===== config.mk =====
export PLATFORM = sky130hd
export DESIGN_NAME = rv32_data_mem_controller
export DESIGN_NICKNAME = d
export VERILOG_FILES = /design/src/rtl/rv32_data_mem_controller.sv
export SDC_FILE = /design/constraint.sdc
export NUM_CORES = 1
export LEC_CHECK = 0
export ABC_CLOCK_PERIOD_IN_PS = 3800
export BUFFER_PORTS_ARGS = -buffer_cell sky130_fd_sc_hd__clkbuf_2
export CORE_MARGIN = 1.5
export CORE_UTILIZATION = 35
export DETAILED_ROUTE_END_ITERATION = 12
export PLACE_DENSITY = 0.7
export SYNTH_ARGS = -nofsm -noshare
export SYNTH_HDL_FRONTEND = slang
export SYNTH_SLANG_ARGS = --single-unit

===== constraint.sdc =====
create_clock -name clk -period 3.8 [get_ports clk]
set_input_delay 0.19 -clock clk [delete_from_list [all_inputs] [get_ports clk]]
set_output_delay 0.19 -clock clk [all_outputs]
set_load 0.1 [all_outputs]

===== src/rtl/rv32_data_mem_controller.sv =====
`timescale 1ns/1ps
// rv32_data_mem_controller
//   Memory-stage data-bus master sitting directly behind the load/store unit.
//   Takes one memory_request_t at a time, drives a word-wide valid/ready bus,
//   and returns aligned, sign/zero-extended load data with request_done.
//   Misaligned accesses complete without touching the bus; bus stalls longer
//   than TIMEOUT_CYCLES abort with bus_fault so the pipeline never hangs.
//
// Ports
//   clk, rst          core clock, synchronous active-high reset
//   data_request      addr / op / store data from the LSU (sampled in IDLE only)
//   hold              downstream stall; keeps the completed result presented
//   request_done      access complete; load_data and flags valid this cycle
//   load_data         extended load result (0 for stores and faults)
//   misaligned        with request_done: not naturally aligned, nothing issued
//   bus_fault         with request_done: timeout abort
//   bus_valid/ready   request handshake
//   bus_we, bus_addr, bus_be, bus_wdata   request payload
//   bus_rvalid, bus_rdata                 read response
//   dbg_state         current FSM state (0 IDLE, 1 REQ, 2 RESP, 3 DONE)
//
// Handshake: a request is transferred on a rising edge where bus_valid and
// bus_ready are both 1. While bus_valid=1 and bus_ready=0 every request field
// holds steady. bus_valid never drops without a transfer, except on timeout
// abort or reset. Read data is taken only in RESP, on the first edge with
// bus_rvalid=1; rvalid at any other time is ignored.

package rv32_dmem_pkg;
  typedef enum logic [3:0] {
    MEM_NOP, MEM_LB, MEM_LH, MEM_LW, MEM_LBU, MEM_LHU, MEM_SB, MEM_SH, MEM_SW
  } mem_op;

  typedef struct packed {
    logic [31:0] addr;
    mem_op       op;
    logic [31:0] data;
  } memory_request_t;
endpackage

module rv32_data_mem_controller
  import rv32_dmem_pkg::*;
#(
  parameter int TIMEOUT_CYCLES = 255
) (
  input  logic            clk,
  input  logic            rst,
  input  memory_request_t data_request,
  input  logic            hold,
  output logic            request_done,
  output logic [31:0]     load_data,
  output logic            misaligned,
  output logic            bus_fault,
  output logic            bus_valid,
  input  logic            bus_ready,
  output logic            bus_we,
  output logic [31:0]     bus_addr,
  output logic [3:0]      bus_be,
  output logic [31:0]     bus_wdata,
  input  logic            bus_rvalid,
  input  logic [31:0]     bus_rdata,
  output logic [1:0]      dbg_state
);

  localparam int CNT_W = $clog2(TIMEOUT_CYCLES + 1);

  typedef enum logic [1:0] {S_IDLE, S_REQ, S_RESP, S_DONE} state_e;

  state_e             state_q, state_d;
  mem_op              op_q, op_d;
  logic [1:0]         addr_lo_q, addr_lo_d;
  logic [CNT_W-1:0]   cnt_q, cnt_d;
  logic               request_done_q, request_done_d;
  logic [31:0]        load_data_q, load_data_d;
  logic               misaligned_q, misaligned_d;
  logic               bus_fault_q, bus_fault_d;
  logic               bus_valid_q, bus_valid_d;
  logic               bus_we_q, bus_we_d;
  logic [31:0]        bus_addr_q, bus_addr_d;
  logic [3:0]         bus_be_q, bus_be_d;
  logic [31:0]        bus_wdata_q, bus_wdata_d;

  // Decode of the incoming request (only acted on in IDLE).
  logic        req_store;
  logic        req_misaligned;
  logic [3:0]  req_be;
  logic [31:0] req_wdata;

  always_comb begin
    req_store      = data_request.op inside {MEM_SB, MEM_SH, MEM_SW};
    req_misaligned = 1'b0;
    req_be         = 4'b0001 << data_request.addr[1:0];
    req_wdata      = {4{data_request.data[7:0]}};
    case (data_request.op)
      MEM_LH, MEM_LHU, MEM_SH: begin
        req_misaligned = data_request.addr[0];
        req_be         = data_request.addr[1] ? 4'b1100 : 4'b0011;
        req_wdata      = {2{data_request.data[15:0]}};
      end
      MEM_LW, MEM_SW: begin
        req_misaligned = |data_request.addr[1:0];
        req_be         = 4'b1111;
        req_wdata      = data_request.data;
      end
      default: ;
    endcase
  end

  // Move the addressed byte/half down to bit 0, then extend by op.
  logic [31:0] lane;
  logic [31:0] load_ext;

  always_comb begin
    lane = bus_rdata >> {addr_lo_q, 3'b000};
    case (op_q)
      MEM_LB:  load_ext = {{24{lane[7]}}, lane[7:0]};
      MEM_LBU: load_ext = {24'h0, lane[7:0]};
      MEM_LH:  load_ext = {{16{lane[15]}}, lane[15:0]};
      MEM_LHU: load_ext = {16'h0, lane[15:0]};
      default: load_ext = lane;
    endcase
  end

  logic [CNT_W-1:0] cnt_inc;
  logic             cnt_expired;

  always_comb begin
    cnt_inc     = cnt_q + CNT_W'(1);
    cnt_expired = (cnt_inc == CNT_W'(TIMEOUT_CYCLES));

    state_d        = state_q;
    op_d           = op_q;
    addr_lo_d      = addr_lo_q;
    cnt_d          = cnt_q;
    request_done_d = request_done_q;
    load_data_d    = load_data_q;
    misaligned_d   = misaligned_q;
    bus_fault_d    = bus_fault_q;
    bus_valid_d    = bus_valid_q;
    bus_we_d       = bus_we_q;
    bus_addr_d     = bus_addr_q;
    bus_be_d       = bus_be_q;
    bus_wdata_d    = bus_wdata_q;

    case (state_q)
      S_IDLE: begin
        if (data_request.op != MEM_NOP) begin
          op_d      = data_request.op;
          addr_lo_d = data_request.addr[1:0];
          if (req_misaligned) begin
            state_d        = S_DONE;
            request_done_d = 1'b1;
            misaligned_d   = 1'b1;
            load_data_d    = 32'h0;
          end else begin
            state_d     = S_REQ;
            cnt_d       = '0;
            bus_valid_d = 1'b1;
            bus_we_d    = req_store;
            bus_addr_d  = {data_request.addr[31:2], 2'b00};
            bus_be_d    = req_be;
            bus_wdata_d = req_wdata;
          end
        end
      end

      S_REQ: begin
        if (bus_ready) begin
          bus_valid_d = 1'b0;
          if (bus_we_q) begin
            state_d        = S_DONE;
            request_done_d = 1'b1;
            load_data_d    = 32'h0;
          end else begin
            state_d = S_RESP;
            cnt_d   = '0;
          end
        end else if (cnt_expired) begin
          state_d        = S_DONE;
          bus_valid_d    = 1'b0;
          request_done_d = 1'b1;
          bus_fault_d    = 1'b1;
          load_data_d    = 32'h0;
        end else begin
          cnt_d = cnt_inc;
        end
      end

      S_RESP: begin
        if (bus_rvalid) begin
          state_d        = S_DONE;
          request_done_d = 1'b1;
          load_data_d    = load_ext;
        end else if (cnt_expired) begin
          state_d        = S_DONE;
          request_done_d = 1'b1;
          bus_fault_d    = 1'b1;
          load_data_d    = 32'h0;
        end else begin
          cnt_d = cnt_inc;
        end
      end

      S_DONE: begin
        // Result stays presented while the pipeline is held; never reissued.
        if (!hold) begin
          state_d        = S_IDLE;
          request_done_d = 1'b0;
          misaligned_d   = 1'b0;
          bus_fault_d    = 1'b0;
          load_data_d    = 32'h0;
        end
      end

      default: state_d = S_IDLE;
    endcase
  end

  always_ff @(posedge clk) begin
    if (rst) begin
      state_q        <= S_IDLE;
      op_q           <= MEM_NOP;
      addr_lo_q      <= 2'b00;
      cnt_q          <= '0;
      request_done_q <= 1'b0;
      load_data_q    <= 32'h0;
      misaligned_q   <= 1'b0;
      bus_fault_q    <= 1'b0;
      bus_valid_q    <= 1'b0;
      bus_we_q       <= 1'b0;
      bus_addr_q     <= 32'h0;
      bus_be_q       <= 4'h0;
      bus_wdata_q    <= 32'h0;
    end else begin
      state_q        <= state_d;
      op_q           <= op_d;
      addr_lo_q      <= addr_lo_d;
      cnt_q          <= cnt_d;
      request_done_q <= request_done_d;
      load_data_q    <= load_data_d;
      misaligned_q   <= misaligned_d;
      bus_fault_q    <= bus_fault_d;
      bus_valid_q    <= bus_valid_d;
      bus_we_q       <= bus_we_d;
      bus_addr_q     <= bus_addr_d;
      bus_be_q       <= bus_be_d;
      bus_wdata_q    <= bus_wdata_d;
    end
  end

  assign request_done = request_done_q;
  assign load_data    = load_data_q;
  assign misaligned   = misaligned_q;
  assign bus_fault    = bus_fault_q;
  assign bus_valid    = bus_valid_q;
  assign bus_we       = bus_we_q;
  assign bus_addr     = bus_addr_q;
  assign bus_be       = bus_be_q;
  assign bus_wdata    = bus_wdata_q;
  assign dbg_state    = state_q;

endmodule


Yosys cells after proc, flatten, opt, wreduce, memory -nomap -nowiden

Cells that the tools add are included.

Register bits after elaboration: 119
Bits in latches: 0
Bits in writable memories: 0
Memory bits (read-only): 0
Input port bits: 105
Output and inout bits: 107
Memories kept: 0

Add/subtract/negate cells: 1
$mul: 0
Div/mod/pow operators: 0
Order comparisons: 0
Equal/unequal tests: 23
Shifts and indexed selects: 2
Muxes and demuxes: 46
Bitwise logic cells: 1
Reductions and logical operators: 18

Operators with widths:

| cell                | number |
|---|---|
| $pmux 32 s4         | 2 |
| $mux 32             | 7 |
| $pmux 32 s2         | 1 |
| $mux 8              | 6 |
| $shr 32x5->32       | 1 |
| $pmux 8 s3          | 1 |
| $eq 4x3->1 const B  | 5 |
| $reduce_and 4->1    | 4 |
| $mux 1              | 15 |
| $eq 4x2->1 const B  | 3 |
| $mux 2              | 6 |
| $ne 2x2->1 const B  | 6 |
| $ne 3x3->1 const B  | 3 |
| $reduce_bool 3->1   | 3 |
| $add 8x1->8 const B | 1 |
| $eq 8x8->1 const B  | 1 |
| $pmux 2 s4          | 1 |
| $pmux 4 s2          | 1 |
| $pmux 1 s2          | 3 |
| $reduce_and 5->1    | 1 |
| $eq 2x2->1 const B  | 2 |
| $eq 4x1->1 const B  | 1 |
| $eq 4x4->1 const B  | 1 |
| $mux 4              | 1 |
| 12 further kinds    | 15 |

Longest topological paths before layout

Gate-level depths: netlist (run 1).

Word-level depth: 6
Depth in mapped cells: 9

Worst setup path after synthesis (run 1)

No wires, ideal clock.

Path type: reg-to-reg
Start point: reg state_q[1], in the netlist dbg_state[1]
End point: reg cnt_q[0]
Arrival: 2.525 ns
Path slack: 1.130 ns
Stages on the path, launching flop included: 8
Buffers on the path: 0
Period minus slack after synthesis: 2.670 ns
Cell sequence: dfxtp_1 > inv_1 > ha_1 > inv_1 > nor3_1 > a21oi_1 > o31ai_1 > nor2_1

Cells in the longest elaborated chain, start to end: 3
Elaborated cells on any way between the ends: 10
Classes of those cells: 6 x eq/ne; 1 x mux; 3 x reduce/logical

RTL lines:

| element                                      | RTL line | text |
|---|---|---|
| start, declared                              | 68       | `state_e state_q, state_d;` |
| start signal, assigned                       | 234      | `state_q <= state_d;` |
| $eq 2x1->1 (tied with other cells)           | 144      | `case (state_q)` |
| $ne 3x3->1 (no line) (tied with other cells) | n/a      |  |
| $reduce_and 5->1 (no line)                   | n/a      |  |
| end signal, assigned                         | 237      | `cnt_q <= cnt_d;` |
| end, declared                                | 71       | `logic [CNT_W-1:0] cnt_q, cnt_d;` |

Several ways; a longest one is shown, not always the timed one.
A chain may end at the register's enable or synchronous reset.

Worst setup path after layout (run 1)

Start point: reg cnt_q[0]
End point: reg load_data_q[7], in the netlist load_data[7]

Cells in the longest elaborated chain, start to end: 5
Elaborated cells on any way between the ends: 6
Classes of those cells: 1 x add/sub; 1 x eq/ne; 4 x mux

RTL lines:

| element                           | RTL line | text |
|---|---|---|
| $add 8x1->8 *                     | 127      | `cnt_inc = cnt_q + CNT_W'(1);` |
| $eq 8x8->1 *                      | 128      | `cnt_expired = (cnt_inc == CNT_W'(TIMEOUT_CYCLES));` |
| $mux 32 *                         | n/a      |  |
| $mux 32, on equally long branches | n/a      |  |
| $pmux 32 s4 *                     | n/a      |  |
| end signal, assigned              | 239      | `load_data_q <= load_data_d;` |
| end, declared                     | 73       | `logic [31:0] load_data_q, load_data_d;` |

Every way passes the cells marked *; elsewhere a longest branch is shown, timed or not.

==> results of run 1 <==
state kept, by name, indices dropped and copies added (netlist names):
register	count
bus_fault	1
bus_wdata	32
bus_we	1
addr_lo_q	2
cnt_q	8
load_data	32
bus_addr	30
op_q	4
bus_valid	1
misaligned	1
dbg_state	2
request_done	1
bus_be	4
layer usage:
metal / global-route usage (%) / vias to the layer above / share of wire [%]
met5: 0 / - / 0
met4: 5.74 / 0 / 1.5
li1: - / 2854 / -
met2: 32.0 / 213 / 48
met3: 5.48 / 16 / 6.7
met1: 25.3 / 2654 / 44
per-stage QoR:
step                      hold slack (ns)  setup WS, ns  power, mW  util [%]
after floorplan                     0.326          1.13       4.70         -
after global placement              0.413          1.29       5.25      43.0
after detailed placement            0.420          1.24       5.27      43.0
after CTS                         0.00257          1.24       6.96      48.3
after global routing              0.00509         0.976       7.27      48.3
final                              0.0141          1.26       6.90      48.3
critical path, stage by stage (launching register included):
cell      delay, ns
dfxtp_1        0.44
ha_1           0.26
a21oi_1        0.06
o211a_1        0.23
o22ai_1        0.44
o211ai_2       0.20
a21oi_4        0.60
a22o_1         0.25
cell usage after synthesis (2+ instances only):
| cell | n |
|---|---|
| nand2_1 | 111 |
| a2111oi_2 | 4 |
| nand4_1 | 2 |
| ha_1 | 6 |
| a2bb2oi_1 | 7 |
| a211oi_2 | 2 |
| clkbuf_1 | 26 |
| a21oi_1 | 67 |
| a22oi_1 | 5 |
| nand2b_1 | 4 |
| nor4b_1 | 3 |
| and2_4 | 2 |
| a32o_1 | 7 |
| o21bai_1 | 2 |
| xnor2_1 | 8 |
| nand3_1 | 2 |
| o21ai_0 | 19 |
| o22a_1 | 8 |
| inv_1 | 12 |
| nand4b_1 | 2 |
| a222oi_1 | 8 |
| a211oi_1 | 31 |
| buf_4 | 10 |
| mux2i_1 | 35 |
| buf_1 | 2 |
| and2_1 | 3 |
| dfxtp_1 | 119 |
| o2bb2ai_1 | 8 |
| and4b_1 | 3 |
| a22o_1 | 10 |
| nor3_1 | 10 |
| a211o_1 | 7 |
| nor2b_1 | 14 |
| a311oi_1 | 3 |
| buf_2 | 11 |
| nor2_1 | 67 |
layout by cell type (no fill, tap or decap), drive strengths merged, types with 7 or more instances in the layout:
| cell type | count |
|---|---|
| clkbuf | 225 |
| a222oi | 8 |
| a22o | 10 |
| a211oi | 33 |
| o22a | 8 |
| a2bb2oi | 7 |
| xnor2 | 8 |
| o2bb2ai | 8 |
| dlygate4sd3 | 25 |
| a32o | 7 |
| buf | 7 |
| mux2i | 35 |
| nand2 | 112 |
| nor3 | 10 |
| nor2 | 68 |
| o21ai | 19 |
| a21oi | 69 |
| inv | 16 |
| a211o | 7 |
| dfxtp | 119 |
| nor2b | 14 |
worst paths after layout:
path,slack [ns],startpoint,cells past startpoint,endpoint
worst max-delay path,1.26,cnt_q[0],7,load_data[7]
worst min-delay path,0.01,data_request[51],3,bus_addr[15]
worst max register to register,1.26,cnt_q[0],7,load_data[7]
worst min register to register,0.45,bus_addr[25],2,bus_addr[25]
layout make-up:
cell class	count	area, um^2
Clock buffer	17	425
Clock inverter	15	175
Fill cell	1613	8270
Inverter	13	48.8
Multi-Input combinational cell	490	3090
Sequential cell	119	2380
Tap cell	216	270
Timing Repair Buffer	240	1340
kinds of logic (layout without fill, tap and decap cells):
family,after synthesis,in the layout,share of synthesized area (%)
multiplexers,36,36,6.47
AO/OA/AOI/OAI,206,206,26.2
adder cells (fa/ha/maj),6,6,1.30
buffers and inverters,63,285,5.12
other,1,2,0.0651
XOR/XNOR,8,8,1.22
AND/OR/NAND/NOR,232,232,18.3
flip-flops,119,119,41.3
power groups by stage:
stage / combinational [mW] / sequential (mW) / clock, mW
after floorplan: 1.31 / 3.39 / 0
after global placement: 3.53 / 1.72 / 0
after detailed placement: 3.55 / 1.72 / 0
after CTS: 3.58 / 1.70 / 1.68
after global routing: 3.79 / 1.73 / 1.74
final: 3.56 / 1.70 / 1.64
repair_timing:
| action | CTS | global route |
|---|---|---|
| gates resized for setup | 0 | 0 |
| endpoints found under the hold margin | 25 | 0 |
| hold buffers | 25 | 0 |
==> results.py, run 1 <==
metrics = {
    "final_layout": {
        "areaGrowthSynthToFinish_pct": 34.2,
        "drive_above_1_share_pct": 30.3,
        "final_area_um2": 7730,
        "nets": 992,
        "diodes": 0,
        "fin_cells": 1110,
    },
    "power": {
        "combPwrFrac_pct": 51.5,
        "p_seq_share_pct": 24.6,
        "power.share.clock_pct": 23.8,
        "ir_drop_v": 0.000623,
        "p_per_area_nw_per_um2": 893,
        "p_leak_nw": 3.43,
        "power_switching_mw": 3.63,
        "swShare_pct": 52.6,
        "p_int_mw": 3.27,
    },
    "drt": {
        "routed_via_density": 5.17,
        "drc": 0,
        "wl_mm": 16.9,
        "num_vias": 5737,
        "first_iter_violations": 278,
        "dr.pass1.iters": 5,
        "routedWlPerCell_um": 15.3,
        "ant_nets": 0,
    },
    "synth": {
        "ys_ff_latch": 119,
        "ys_seq_area_share_pct": 41.3,
        "yosys_warnings": 0,
        "syn_inst": 671,
        "synth_largest_area_cell": "dfxtp_1",
        "synthesis.area_um2": 5760,
        "synth_top_area_share_pct": 41.3,
        "synthTopCellsByArea": "dfxtp_1, nand2_1, mux2i_1",
        "synth_cell_type_count": 67,
        "synth_top_flop_cell": "dfxtp_1",
        "synth-async-reset-ratio_pct": 0,
        "synth_area_per_cell_um2": 8.59,
        "synth_edf_count": 0,
    },
    "cts": {
        "clockBufferDepth": 2,
        "clk_pin_slew_worst_paths_ns": 0.06,
        "tritoncts": "built",
        "root_buffer": "clkbuf_16",
        "cts_setup_buffers": 0,
        "cts_buffers": 17,
        "clock-sinks": 119,
        "htreeDepth": 4,
        "clock_latency_ns": 0.41,
    },
    "hold_path": {
        "hold_path_class": "in2reg",
    },
    "grt": {
        "antenna_found_initial": 0,
        "grt_pass1_vias": 5300,
        "grt_max_degree": 92,
        "grt_use_total_pct": 19.6,
        "grt_overflow": 0,
        "grt_pass1_wl_mm": 27.5,
    },
    "placement": {
        "placed_cells": 1053,
        "port_buffers": 209,
        "place_area_um2": 6880,
        "place.gp.congestion": 0.808,
        "hpwl_mm": 11.9,
    },
    "timing": {
        "fin_setup_tns_ns": 0,
        "finalCritPeriodShare_pct": 67.0,
        "max_freq_mhz": 393,
        "rsz0062_at_grt": "no",
        "final_hold_viol_count": 0,
        "finalClockSkew_ns": 0.0117,
        "slew_viol_final": 0,
        "worst_slew_pin_slew_ns": 1.07,
        "maxSlewHeadroom_pct": 28.5,
        "min_period_ns": 2.54,
        "setup_viol": 0,
    },
    "floorplanning": {
        "row_count": 46,
        "die_w_um": 131,
        "fp.coreArea_um2": 16000,
        "die_y_um": 131,
        "start_util_pct": 36.0,
        "io_pins": 212,
        "die_area_um2": 17200,
    },
    "job": {
        "drv_cap": 0,
    },
    "worst_setup_path": {
        "start_kind": "register",
        "critPathCaptureType": "register",
        "cp.required_ns": 4.15,
        "criticalPathCategory": "reg2reg",
        "cp.arrival_ns": 2.90,
        "worstPathMaxFanout": 25,
    },
    "run_status": {
        "status": "completed",
    },
}
Power figures use the tool's default switching activity.
==> run 2, diff against run 1 <==
--- a/config.mk
+++ b/config.mk
@@ -5,12 +5,12 @@
 export SDC_FILE = /design/constraint.sdc
 export NUM_CORES = 1
 export LEC_CHECK = 0
-export ABC_CLOCK_PERIOD_IN_PS = 3800
+export ABC_CLOCK_PERIOD_IN_PS = 2210
 export BUFFER_PORTS_ARGS = -buffer_cell sky130_fd_sc_hd__clkbuf_2
 export CORE_MARGIN = 1.5
 export CORE_UTILIZATION = 35
 export DETAILED_ROUTE_END_ITERATION = 12
-export PLACE_DENSITY = 0.7
+export PLACE_DENSITY = 0.72
 export SYNTH_ARGS = -nofsm -noshare
 export SYNTH_HDL_FRONTEND = slang
 export SYNTH_SLANG_ARGS = --single-unit
==> constraint.sdc (replaced) <==
create_clock -name clk -period 2.21 [get_ports clk]
set_input_delay 0.1105 -clock clk [delete_from_list [all_inputs] [get_ports clk]]
set_output_delay 0.1105 -clock clk [all_outputs]
set_load 0.1 [all_outputs]
==> run 2 against run 1 <==
  * Combinational power rose by 81%
  * Sequential power rose by 72%
  * Highest routed layer unchanged
  * Largest power group unchanged
  * Global-route usage rose by 0.57 points
  * Register-to-register slack got worse by 1.1 ns
  * Flip-flop and latch count did not move
  * First-iteration DRC count fell by 21%
==> results.py, run 2 (synthesis gave the netlist of run 1 again) <==
metrics = {
    "run_status": {
        "status": "completed",
    },
    "grt": {
        "grt_pass1_wl_mm": 28.5,
        "grt_use_total_pct": 20.2,
        "antenna_found_initial": 0,
        "grt_overflow": 0,
        "grt_max_degree": 92,
        "grt_pass1_vias": 5627,
    },
    "drt": {
        "ant_nets": 0,
        "routedWlPerCell_um": 15.8,
        "first_iter_violations": 221,
        "num_vias": 5960,
        "routed_via_density": 5.25,
        "drc": 0,
        "wl_mm": 17.9,
        "dr.pass1.iters": 5,
    },
    "cts": {
        "clock_latency_ns": 0.41,
        "clockBufferDepth": 2,
        "root_buffer": "clkbuf_16",
        "htreeDepth": 4,
        "cts_buffers": 17,
        "clk_pin_slew_worst_paths_ns": 0.06,
        "clock-sinks": 119,
        "tritoncts": "built",
    },
    "floorplanning": {
        "start_util_pct": 36.0,
        "die_y_um": 131,
        "die_w_um": 131,
        "fp.coreArea_um2": 16000,
        "die_area_um2": 17200,
        "row_count": 46,
        "io_pins": 212,
    },
    "timing": {
        "max_freq_mhz": 479,
        "finalClockSkew_ns": 0.0105,
        "worst_hold_slack_ns": 0.0181,
        "fin_setup_tns_ns": 0,
        "min_period_ns": 2.09,
        "setup_viol": 0,
        "slew_viol_final": 0,
        "final_hold_viol_count": 0,
        "maxSlewHeadroom_pct": 32.2,
        "worst_slew_pin_slew_ns": 1.01,
        "finalCritPeriodShare_pct": 94.5,
    },
    "worst_setup_path": {
        "worstPathMaxFanout": 25,
        "worstSetupStartpoint": "cnt_q[1]",
        "critPathMaxStageDelay_ns": 0.43,
        "reg2regPathDepth": 8,
        "r2r_end": "load_data[19]",
        "criticalPathCategory": "reg2reg",
        "reg2reg_from": "cnt_q[1]",
        "rrSetupSlack_ns": 0.12,
        "worst_path_max_delay_cell": "dfxtp_1",
        "cp.arrival_ns": 2.44,
        "endpoint": "load_data[19]",
        "critPathCaptureType": "register",
        "crit_chain": "ha_2 > a21oi_1 > o211a_1 > o22ai_2 > o211ai_2 > a21oi_4 > buf_12 > a22o_1",
        "start_kind": "register",
        "cp.required_ns": 2.56,
    },
    "final_layout": {
        "drive_above_1_share_pct": 31.9,
        "nets": 1017,
        "final_area_um2": 8090,
        "areaGrowthSynthToFinish_pct": 40.4,
        "fin_cells": 1135,
        "layout_common_cells": "clkbuf_2, dfxtp_1, nand2_1, a21oi_1, nor2_1",
        "mostFrequentLayoutCell": "clkbuf_2",
        "diodes": 0,
    },
    "hold_path": {
        "hold_path_class": "in2reg",
        "min_path_cells": 3,
    },
    "placement": {
        "hpwl_mm": 12.3,
        "placed_cells": 1066,
        "place.gp.congestion": 0.821,
        "place_area_um2": 7040,
        "port_buffers": 209,
    },
    "power": {
        "power_switching_mw": 6.32,
        "p_per_area_nw_per_um2": 1520,
        "swShare_pct": 51.4,
        "p_int_mw": 5.98,
        "combPwrFrac_pct": 52.3,
        "total_power_mw": 12.3,
        "power.share.clock_pct": 24.0,
        "p_leak_nw": 3.60,
        "p_seq_share_pct": 23.7,
        "ir_drop_v": 0.00106,
    },
    "job": {
        "drv_cap": 0,
    },
}
==> run 2: cell count changes in the layout (fill, tap and decap cells not counted), moves of 3 or more <==
cell | before | now
buf_12 | 0 | 3
buf_4 | 6 | 15
clkinvlp_4 | 4 | 0
dlygate4sd3_1 | 25 | 36
==> run 2: per-layer routing <==
layer	wire (um)	vias to the layer above	global-route usage, %
li1	-	2891	-
met1	7650	2790	24.6
met2	8570	246	33.5
met3	1280	33	5.75
met4	407	0	8.27
met5	0	-	0
==> run 2: critical path: cells and delay by family, from the launching register on <==
kind / cells / cell delay, ns
compound gates: 6 / 1.14
flops: 1 / 0.43
fa+ha+maj: 1 / 0.27
buf+inv: 1 / 0.18
==> run 2: per-stage QoR <==
step / util (%) / setup slack [ns]
finish: 50.6 / 0.122
global route: 50.6 / -0.0188
CTS: 50.2 / 0.0406
detailed placement: 44.0 / 0.0537
global placement: 44.0 / 0.111
floorplan: - / 0.116
==> run 2: power groups by stage <==
stage / combinational (mW) / clock (mW) / sequential, mW
after floorplan: 2.25 / 0 / 5.85
final: 6.43 / 2.96 / 2.92
after global placement: 6.26 / 0 / 2.94
after detailed placement: 6.27 / 0 / 2.95
after global routing: 6.81 / 3.11 / 2.98
after CTS: 6.33 / 3.02 / 2.91
==> run 2: repair_timing <==
| item | 4_1_cts | 5_1_grt |
|---|---|---|
| resized for setup | 0 | 9 |
| hold buffers | 36 | 0 |
| hold endpoints to repair | 36 | 0 |
| setup endpoints to repair | 0 | 67 |
| setup buffers | 0 | 0 |
==> run 2: final cells by class <==
type                            count  area [um^2]
Fill cell                        1531         7910
Sequential cell                   119         2390
Clock buffer                       21          460
Multi-Input combinational cell    490         3140
Clock inverter                     11          170
Tap cell                          216          270
Timing Repair Buffer              265         1620
Inverter                           13         48.8
==> run 2: worst min-delay path by stage <==
stage                      from            end  slack [ns]
6_report        data_request[4]   bus_wdata[4]        0.02
5_1_grt         data_request[4]   bus_wdata[4]        0.01
4_1_cts           bus_rdata[25]  load_data[25]       0.002
3_5_place_dp   data_request[55]   bus_addr[19]        0.34
3_3_place_gp   data_request[39]    bus_addr[3]        0.33
2_1_floorplan  data_request[46]   bus_addr[10]        0.25
